$ cat src/rtl/bin_to_bcd_seq_pkg.sv
// Shared constants and FSM encoding for the sequential binary-to-BCD converter.
// Holds the digit width, add-3 correction constants and the IDLE/CONV state type.
package bin_to_bcd_seq_pkg;

    localparam int unsigned BCD_W       = 4;
    localparam logic [3:0]  ADD3_THRESH = 4'd5;
    localparam logic [3:0]  ADD3_VAL    = 4'd3;

    typedef enum logic {
        IDLE = 1'b0,
        CONV = 1'b1
    } state_t;

endpackage

$ cat src/rtl/bcd_add3_digit.sv
// Double-dabble correction for one BCD digit: adds 3 when the digit is 5 or more.
// Ports: digit (4-bit in), adj (4-bit corrected out); purely combinational.
module bcd_add3_digit
    import bin_to_bcd_seq_pkg::*;
(
    input  logic [3:0] digit,
    output logic [3:0] adj
);

    // Values of 5..9 map to 8..12, which stays inside 4 bits.
    assign adj = (digit >= ADD3_THRESH) ? digit + ADD3_VAL : digit;

endmodule

$ cat src/rtl/bin_to_bcd_seq.sv
// Sequential binary-to-BCD converter (shift-and-add-3), one input bit per clock.
// Ports: clk, rst_n, start, bin[BIN_W] in; busy, done, bcd[4*DIGITS] out.
module bin_to_bcd_seq
    import bin_to_bcd_seq_pkg::*;
#(
    parameter int BIN_W  = 8,
    parameter int DIGITS = 3
) (
    input  logic                  clk,
    input  logic                  rst_n,
    input  logic                  start,
    input  logic [BIN_W-1:0]      bin,
    output logic                  busy,
    output logic                  done,
    output logic [4*DIGITS-1:0]   bcd
);

    localparam int CW = $clog2(BIN_W + 1);
    localparam int SW = BCD_W * DIGITS;

    // Too few digits would silently drop high-order bits of the result.
    if ((64'd10 ** DIGITS) <= ((64'd1 << BIN_W) - 64'd1)) begin : g_bad_digits
        $error("bin_to_bcd_seq: DIGITS too small for BIN_W");
    end

    state_t            state;
    state_t            state_n;
    logic [BIN_W-1:0]  shreg;
    logic [SW-1:0]     scratch;
    logic [CW-1:0]     cnt;
    logic [SW-1:0]     bcd_r;
    logic              done_r;

    logic [SW-1:0]       corr;
    logic [SW+BIN_W-1:0] cat;
    logic [SW-1:0]       scratch_sh;
    logic [BIN_W-1:0]    shreg_sh;
    logic                last;
    logic                load;

    for (genvar i = 0; i < DIGITS; i++) begin : g_add3
        bcd_add3_digit u_add3 (
            .digit (scratch[BCD_W*i +: BCD_W]),
            .adj   (corr[BCD_W*i +: BCD_W])
        );
    end

    // The bit leaving the scratch MSB is dropped by the shift.
    assign cat        = {corr, shreg} << 1;
    assign scratch_sh = cat[SW+BIN_W-1:BIN_W];
    assign shreg_sh   = cat[BIN_W-1:0];
    assign last       = (cnt == CW'(1));

    always_ff @(posedge clk or negedge rst_n) begin
        if (!rst_n) begin
            state <= IDLE;
        end else begin
            state <= state_n;
        end
    end

    always_comb begin
        state_n = state;
        load    = 1'b0;
        unique case (state)
            IDLE: begin
                if (start) begin
                    load    = 1'b1;
                    state_n = CONV;
                end
            end
            CONV: begin
                if (last) begin
                    state_n = IDLE;
                end
            end
            default: state_n = IDLE;
        endcase
    end

    always_ff @(posedge clk or negedge rst_n) begin
        if (!rst_n) begin
            shreg   <= '0;
            scratch <= '0;
            cnt     <= '0;
            bcd_r   <= '0;
            done_r  <= 1'b0;
        end else begin
            done_r <= 1'b0;
            if (load) begin
                shreg   <= bin;
                scratch <= '0;
                cnt     <= CW'(BIN_W);
            end else if (state == CONV) begin
                shreg   <= shreg_sh;
                scratch <= scratch_sh;
                cnt     <= cnt - CW'(1);
                if (last) begin
                    bcd_r  <= scratch_sh;
                    done_r <= 1'b1;
                end
            end
        end
    end

    assign busy = (state == CONV);
    assign done = done_r;
    assign bcd  = bcd_r;

endmodule

$ cat config.mk
export PLATFORM = sky130hd
export DESIGN_NAME = bin_to_bcd_seq
export DESIGN_NICKNAME = d
export VERILOG_FILES = /design/src/rtl/bin_to_bcd_seq_pkg.sv /design/src/rtl/bcd_add3_digit.sv /design/src/rtl/bin_to_bcd_seq.sv
export SDC_FILE = /design/constraint.sdc
export NUM_CORES = 1
export LEC_CHECK = 0
export ABC_AREA = 1
export CAP_MARGIN = 30
export CORE_MARGIN = 10
export CORE_UTILIZATION = 48
export CTS_CLUSTER_SIZE = 30
export DETAILED_ROUTE_END_ITERATION = 8
export PLACE_DENSITY = 0.85
export SLEW_MARGIN = 10
export SYNTH_ARGS = -nofsm -noshare
export SYNTH_HDL_FRONTEND = slang
export SYNTH_SLANG_ARGS = --single-unit
$ cat constraint.sdc
create_clock -name clk -period 1.2 [get_ports clk]
set_input_delay 0.12 -clock clk [delete_from_list [all_inputs] [get_ports clk]]
set_output_delay 0.12 -clock clk [all_outputs]
set_load 0.02 [all_outputs]
* Yosys cells after proc, flatten, opt, wreduce, memory -nomap -nowiden
Cells that the tools add are included.
** Word-level totals
- Register bits after elaboration :: 38
- Bits in writable memories :: 0
- ROM bits :: 0
- Memories :: 0
- Bits in latches :: 0
- Bits of input ports :: 11
** Cells by class
- Multiplexer cells :: 16
- Div/mod/pow operators :: 0
- Multipliers :: 0
- Shift operators :: 0
- Bitwise gates (word level) :: 2
- Reduce and logical (&&, ||, !) cells :: 2
- Add/sub/neg operators :: 4
- Order comparisons :: 3
- Eq/ne operators :: 1
** Operators by type and width (number)
- $mux 12 :: 2
- $mux 4 :: 4
- $mux 8 :: 2
- $ge 4x3->1 const B :: 3
- $add 4x2->4 const B :: 2
- $mux 1 :: 6
- $eq 4x1->1 const B :: 1
- $sub 4x1->4 const B :: 1
- $add 3x2->3 const B :: 1
- $mux 3 :: 1
- $reduce_and 3->1 :: 1
- $not 1->1 :: 2
- $pmux 1 s2 :: 1
- $reduce_bool 2->1 :: 1

* Longest topological paths before layout
Gate-level depths: netlist (run 1).
- Word-level depth :: 4
- Mapped depth :: 9
- Depth with buffers taken out :: 9

* Cells and area by module
A second synthesis (run 1) with hierarchy kept.
** Second synthesis, totals
- Cells, all modules :: 235
- Area, all modules :: 2079.5 sq um
** Modules (own cells, without submodules)
- bin_to_bcd_seq :: cells each 166, area each 1674.1 sq um, instances 1
- bcd_add3_digit :: cells each 23, area each 135.1 sq um, instances 3

* Worst setup path before layout (run 1)
No wires, ideal clock.
- Path type :: register to register
- From :: reg scratch[4]
- To :: reg bcd_r[5] (netlist: bcd[5])
- Path slack :: 21 ps
- Required time :: 1083 ps
- Clock period less this slack :: 1179 ps
- Buffers on the path :: 0
- Setup time :: 117 ps
- Arrival time :: 1061 ps
- Cell stages (with the launch flop) :: 9
- Path through :: dfrtp_1 -> inv_1 -> ha_1 -> inv_1 -> nand2_1 -> nand3_1 -> nand2_1 -> nand3_1 -> nand2_1
** On the way
- Longest elaborated chain between the ends :: 2
- Elaborated cells on any way between the ends :: 3
- Those cells by class :: add/sub: 1; order compare: 1; mux: 1
** RTL lines
- from (decl) :: line bin_to_bcd_seq.sv:29 : logic [SW-1:0] scratch;
- from (signal assigned) :: line bin_to_bcd_seq.sv:96 : scratch <= scratch_sh;
- $add 4x2->4 or $ge 4x3->1 (tied branches) :: line bcd_add3_digit.sv:11 : assign adj = (digit >= ADD3_THRESH) ? digit + ADD3_VAL : digit;
- $mux 4 * :: line bcd_add3_digit.sv:11
- to (signal assigned) :: line bin_to_bcd_seq.sv:99 : bcd_r <= scratch_sh;
- to (decl) :: line bin_to_bcd_seq.sv:31 : logic [SW-1:0] bcd_r;
Every way passes the cells marked *; elsewhere a longest branch is shown, timed or not.
A chain may end at the register's enable or synchronous reset.

* Worst setup path in the final report (run 1)
- From :: reg scratch[5]
- To :: reg scratch[5]
** On the way
- Longest elaborated chain between the ends :: 4
** RTL lines
- $ge 4x3->1 :: line bcd_add3_digit.sv:11
- $mux 4 :: line bcd_add3_digit.sv:11
- $mux 12 :: line bin_to_bcd_seq.sv:94 : end else if (state == CONV) begin
- $mux 12 :: line bin_to_bcd_seq.sv:90 : if (load) begin
Every way passes these cells. The select of a mux whose other input is x is not followed.

==> impl_metrics.json, run 1 <==
{
  "p_total_mw": 8.233,
  "grt_usage": 0.1427,
  "power.density_nw_per_um2": 3068,
  "grt.overflow.total": 0,
  "r2r-end": "scratch[5]$_DFFE_PN0P_",
  "io_pins": 25,
  "grt_pass1_wl_um": 7521,
  "synthCells": 217,
  "cts_tree": "yes",
  "cts.sinks": 38,
  "cts_root_buf": "clkbuf_8",
  "clock.fmax_mhz": 768.4,
  "r2r_cells": 7,
  "slew_headroom": 0.8006,
  "synth_nets": 236,
  "die_y_um": 81.69,
  "wl_per_cell_um": 17.48,
  "grt_pass1_vias": 1751,
  "finalWorstSetupSlack_ns": -0.1014,
  "numPortBuffers": 24,
  "cap_violations": 0,
  "via_per_inst": 5.483,
  "clock_latency_ns": 0.31,
  "gp_congestion": 0.8980,
  "clk_pin_slew_ns": 0.08,
  "drc": 0,
  "die-width_um": 81.69,
  "dr.first_iter.drc_count": 245,
  "yosysWarnings": 0,
  "ys_seq_area_frac": 0.5205,
  "synth_area_per_cell_um2": 8.418,
  "period_share": 1.084,
  "hold_violations": 0,
  "cp.arrival_ns": 1.49,
  "diodes": 0,
  "cp-end-kind": "flop",
  "initial_core_util": 0.4990,
  "clockBufferDepth": 2,
  "critPathMaxFanout": 4,
  "violations": "setup timing",
  "drv_slew": 0,
  "dp_hpwl_um": 2969,
  "fin_crit_ns": 1.301,
  "hold_path_class": "in -> async",
  "synth.distinct_cells": 19,
  "ys_ff_latch": 38,
  "setup_viol": 15,
  "area_delta_synth_final_pct": 46.92,
  "clock_skew_ns": 0.008056,
  "routed_wl_um": 5540,
  "core_um2": 3661,
  "netlist_area_um2": 1827,
  "antenna_found_initial": 0,
  "worst_pin_slew_ns": 0.2991,
  "required_ns": 1.39,
  "fin_nets": 287,
  "run_status": "complete, but fails checks",
  "cts_made_buffers": 5,
  "ir_drop_mv": 1.782,
  "rows": 22,
  "grt_setup_unrepaired": "true",
  "die_area_um2": 6673,
  "drtAntennaViolNets": 0,
  "dr_total_vias": 1738,
  "regToRegSetupSlack_ns": -0.10,
  "fillCellCount": 231,
  "leakage_nw": 1.318,
  "place_ws_ns": -0.07121,
  "grt_max_degree": 39,
  "r2r_start": "scratch[5]$_DFFE_PN0P_",
  "worst-setup-path-type": "reg -> reg",
  "layout-drive-gt1-share": 0.3011,
  "first_pass_iters": 4,
  "h-tree-depth": 2,
  "start_kind": "flop"
}
==> worst max-delay path by stage <==
stage,from,to,slack [ns]
after global placement,scratch[1]$_DFFE_PN0P_,scratch[1]$_DFFE_PN0P_,-0.03
final,scratch[5]$_DFFE_PN0P_,scratch[5]$_DFFE_PN0P_,-0.10
after CTS,scratch[8]$_DFFE_PN0P_,scratch[10]$_DFFE_PN0P_,0.003
after floorplan,scratch[4]$_DFFE_PN0P_,bcd[5]$_DFFE_PN0P_,0.02
after detailed placement,scratch[8]$_DFFE_PN0P_,scratch[11]$_DFFE_PN0P_,-0.07
after global routing,scratch[5]$_DFFE_PN0P_,scratch[5]$_DFFE_PN0P_,-0.15
==> cells in the mapped netlist <==
cell,count,share of area
buf_4,1,0.0041
nand4_1,5,0.017
nand3_1,22,0.060
inv_1,23,0.047
dfrtp_1,38,0.52
o21ai_0,14,0.038
inv_2,1,0.0021
nand2_1,82,0.17
nor2_1,4,0.0082
buf_2,3,0.0082
o211ai_1,6,0.025
nor2_2,1,0.0034
o221ai_1,1,0.0048
a21oi_1,1,0.0027
nand3_4,1,0.0096
clkinv_2,1,0.0027
o22ai_1,3,0.010
ha_1,8,0.055
buf_6,2,0.012
==> stage by stage <==
step | std cells | area, µm² | TNS (ns) | utilization | hold slack [ns]
after detailed placement | 299 | 2222 | -0.7368 | 0.6070 | 0.1049
after global placement | 299 | 2222 | -0.06560 | 0.6070 | 0.09947
after CTS | 309 | 2399 | 0 | 0.6552 | 0.3147
after global routing | 317 | 2684 | -1.761 | 0.7331 | 0.3354
after floorplan | 217 | 1827 | 0 | - | -0.1756
final | 317 | 2684 | -0.7751 | 0.7331 | 0.3002
==> what timing repair did <==
action,4_1_cts,5_1_grt
pin swaps,1,15
gates cloned,0,2
setup buffers,1,6
resized for setup,30,56
hold buffers,1,0
setup endpoints to repair,33,25
endpoints found under the hold margin,38,0
==> worst max-delay path, cell delays in order, from the launching register on <==
cell and delay, ns:
dfrtp_1 0.41, inv_2 0.11, ha_2 0.19, nand2_2 0.09, nand3_4 0.11, nand2_2 0.08, nand3_1 0.12, nand2_1 0.07
==> kinds of logic after synthesis <==
| group | synth area share |
|---|---|
| and+or+nand+nor | 0.2671 |
| DFF | 0.5205 |
| buffers and inverters | 0.07670 |
| AOI/OAI and AO/OA | 0.08082 |
| adders and majority gates | 0.05480 |
==> placed cells by master, fill, tap and decap left out, types with 2 or more instances in the layout <==
master	netlist	final
nand2_1	82	69
dfrtp_1	38	37
buf_4	1	18
dlygate4sd2_1	0	14
nand3_1	22	13
inv_1	23	12
inv_2	1	11
clkdlybuf4s50_1	0	9
o21ai_0	14	8
nand2_2	0	7
nand3_2	0	7
nand2_4	0	6
o211ai_1	6	6
ha_4	0	6
clkbuf_8	0	6
o21ai_1	0	5
nand4_1	5	5
nand3_4	1	3
nor2_1	4	3
o22ai_1	3	3
buf_12	0	3
nor2_2	1	2
bufinv_16	0	2
==> sequential cells by signal, indices dropped and copies added (netlist names) <==
register and cells:
bcd 12, scratch 12, shreg 8, cnt 4, busy 1, done 1
==> routing by layer <==
| metal | routed length (µm) | up-vias | track usage | share of wire |
|---|---|---|---|---|
| li1 | - | 807 | - | - |
| met1 | 2113 | 851 | 0.1537 | 0.38 |
| met2 | 2988 | 56 | 0.2559 | 0.54 |
| met3 | 242 | 24 | 0.04476 | 0.044 |
| met4 | 195 | 0 | 0.05442 | 0.035 |
| met5 | 0 | - | 0 | 0 |
==> area by class of cell <==
cell class,count,area [µm²],share of cell area
repair buffers,49,474.2,0.1767
multi-input cells,149,953.4,0.3552
clock inverters,2,60.06,0.02238
clock buffers,6,82.58,0.03077
flip-flops and latches,38,952.2,0.3548
well taps,48,60.06,0.02238
inverters,25,101.3,0.03776
==> power breakdown <==
| part | switching, mW | leakage, nW | internal (mW) |
|---|---|---|---|
| logic | 2.65 | 0.773 | 1.86 |
| registers | 0.479 | 0.474 | 1.87 |
| clock network | 0.489 | 0.0714 | 0.887 |
| total | 3.61 | 1.32 | 4.62 |
Note: power is estimated with default switching activity, not from simulation.
==> run 2: changes to the inputs <==
--- a/config.mk
+++ b/config.mk
@@ -8,10 +8,10 @@
 export ABC_AREA = 1
 export CAP_MARGIN = 30
 export CORE_MARGIN = 10
-export CORE_UTILIZATION = 48
+export CORE_UTILIZATION = 55
 export CTS_CLUSTER_SIZE = 30
 export DETAILED_ROUTE_END_ITERATION = 8
-export PLACE_DENSITY = 0.85
+export PLACE_DENSITY = 0.91
 export SLEW_MARGIN = 10
 export SYNTH_ARGS = -nofsm -noshare
 export SYNTH_HDL_FRONTEND = slang
==> constraint.sdc (replaced) <==
create_clock -name clk -period 1.6 [get_ports clk]
set_input_delay 0.16 -clock clk [delete_from_list [all_inputs] [get_ports clk]]
set_output_delay 0.16 -clock clk [all_outputs]
set_load 0.02 [all_outputs]
==> impl_metrics.json, run 2 (synthesis results as in run 1) <==
{
  "core_um2": 3128,
  "finalWorstSetupSlack_ns": 0.1094,
  "period_share": 0.9316,
  "clock.fmax_mhz": 670.9,
  "worstSetupStartpoint": "bcd[0]$_DFFE_PN0P_",
  "cts_root_buf": "clkbuf_4",
  "clock_skew_ns": 0.007085,
  "start_kind": "flop",
  "run_status": "finished, final reports clean",
  "clock_latency_ns": 0.35,
  "cts.sinks": 38,
  "leakage_nw": 1.078,
  "antenna_found_initial": 0,
  "slowest_stage": "clkdlybuf4s50_1",
  "p_total_mw": 4.400,
  "via_per_inst": 5.210,
  "rows": 20,
  "critPathTopFamily": "buffers and inverters",
  "power.density_nw_per_um2": 2022,
  "dr.first_iter.drc_count": 171,
  "routed_wl_um": 3690,
  "critPathMaxFanout": 2,
  "grt_usage": 0.1318,
  "cts_tree": "yes",
  "die-width_um": 77.63,
  "slowest_delay_ns": 0.61,
  "grt_pass1_vias": 1536,
  "die_y_um": 77.63,
  "diodes": 0,
  "wl_per_cell_um": 12.72,
  "drtAntennaViolNets": 0,
  "worst_pin_slew_ns": 0.3998,
  "required_ns": 1.44,
  "slew_headroom": 0.7335,
  "first_pass_iters": 4,
  "ir_drop_mv": 0.9094,
  "dp_hpwl_um": 2727,
  "placed_area_um2": 2115,
  "clockBufferDepth": 2,
  "grt_setup_unrepaired": "false",
  "setup_viol": 0,
  "final_cell_area_um2": 2176,
  "layout-drive-gt1-share": 0.06504,
  "die_area_um2": 6026,
  "fin_crit_ns": 1.491,
  "cap_violations": 0,
  "io_pins": 25,
  "gp_congestion": 0.8712,
  "grt_pass1_wl_um": 6679,
  "area_delta_synth_final_pct": 19.11,
  "cp.arrival_ns": 1.33,
  "cp-end-kind": "output port",
  "r2r_start": "scratch[4]$_DFFE_PN0P_",
  "worst-path-buf-inv": 1,
  "numPortBuffers": 24,
  "drc": 0,
  "cp_cell_sequence": "clkdlybuf4s50_1",
  "fin_setup_tns_ns": 0,
  "layout_common_cells": "nand2_1, dfrtp_1, inv_1, nand3_1, clkdlybuf4s50_1",
  "initial_core_util": 0.5840,
  "worst-setup-path-type": "reg -> out",
  "cts_made_buffers": 5,
  "mostFrequentLayoutCell": "nand2_1",
  "h-tree-depth": 2,
  "clk_pin_slew_ns": 0.10,
  "fin_nets": 266,
  "grt.overflow.total": 0,
  "grt_max_degree": 23,
  "place_ws_ns": 0.2511,
  "dr_total_vias": 1511,
  "hold_path_class": "in -> async",
  "hold_violations": 0,
  "drv_slew": 0
}
## run 2: final cells by class
cell class,count,area (µm²)
Sequential cell,38,952.2
Fill cell,248,952.2
Multi-Input combinational cell,148,735.7
Timing Repair Buffer,29,286.5
Inverter,25,95.09
Tap cell,44,55.05
Clock buffer,6,51.30
## run 2: metrics by stage
stage | hold WS [ns] | util | std cells
finish | 0.2584 | 0.6956 | 290
detailed placement | 0.1058 | 0.6760 | 283
global placement | 0.1068 | 0.6760 | 283
global route | 0.2682 | 0.6956 | 290
CTS | 0.2505 | 0.6956 | 290
floorplan | -0.1356 | - | 217
## run 2: worst paths after layout
path	slack [ns]	end	depth (start not counted)
max in group asynchronous	0.89	busy$_DFF_PN0_	3
worst max register to register	0.20	scratch[5]$_DFFE_PN0P_	8
worst max-delay path	0.11	bcd[0]	1
min in group clk	0.37	shreg[0]$_DFFE_PN0P_	3
worst min-delay path	0.26	bcd[6]$_DFFE_PN0P_	2
worst min register to register	0.49	bcd[5]$_DFFE_PN0P_	2
## run 2: what timing repair did
item / CTS / global route
buffers inserted: 0 / 0
hold buffers: 1 / 0
gates resized for setup: 2 / 0
setup endpoints to repair: 1 / 0
hold endpoints to repair: 16 / 0
## run 2: where the power goes
| part | switching [mW] | internal [mW] | leakage (nW) |
|---|---|---|---|
| Sequential | 0.293 | 1.40 | 0.475 |
| Combinational | 1.34 | 0.875 | 0.573 |
| Clock | 0.290 | 0.198 | 0.0302 |
| Total | 1.92 | 2.48 | 1.08 |
## run 2: per-layer routing
metal / vias up / wire length (µm) / GRT usage
met3: 6 / 259 / 0.05184
met1: 700 / 1623 / 0.1473
met4: 0 / 57 / 0.05474
met2: 50 / 1750 / 0.2189
met5: - / 0 / 0
li1: 755 / - / -
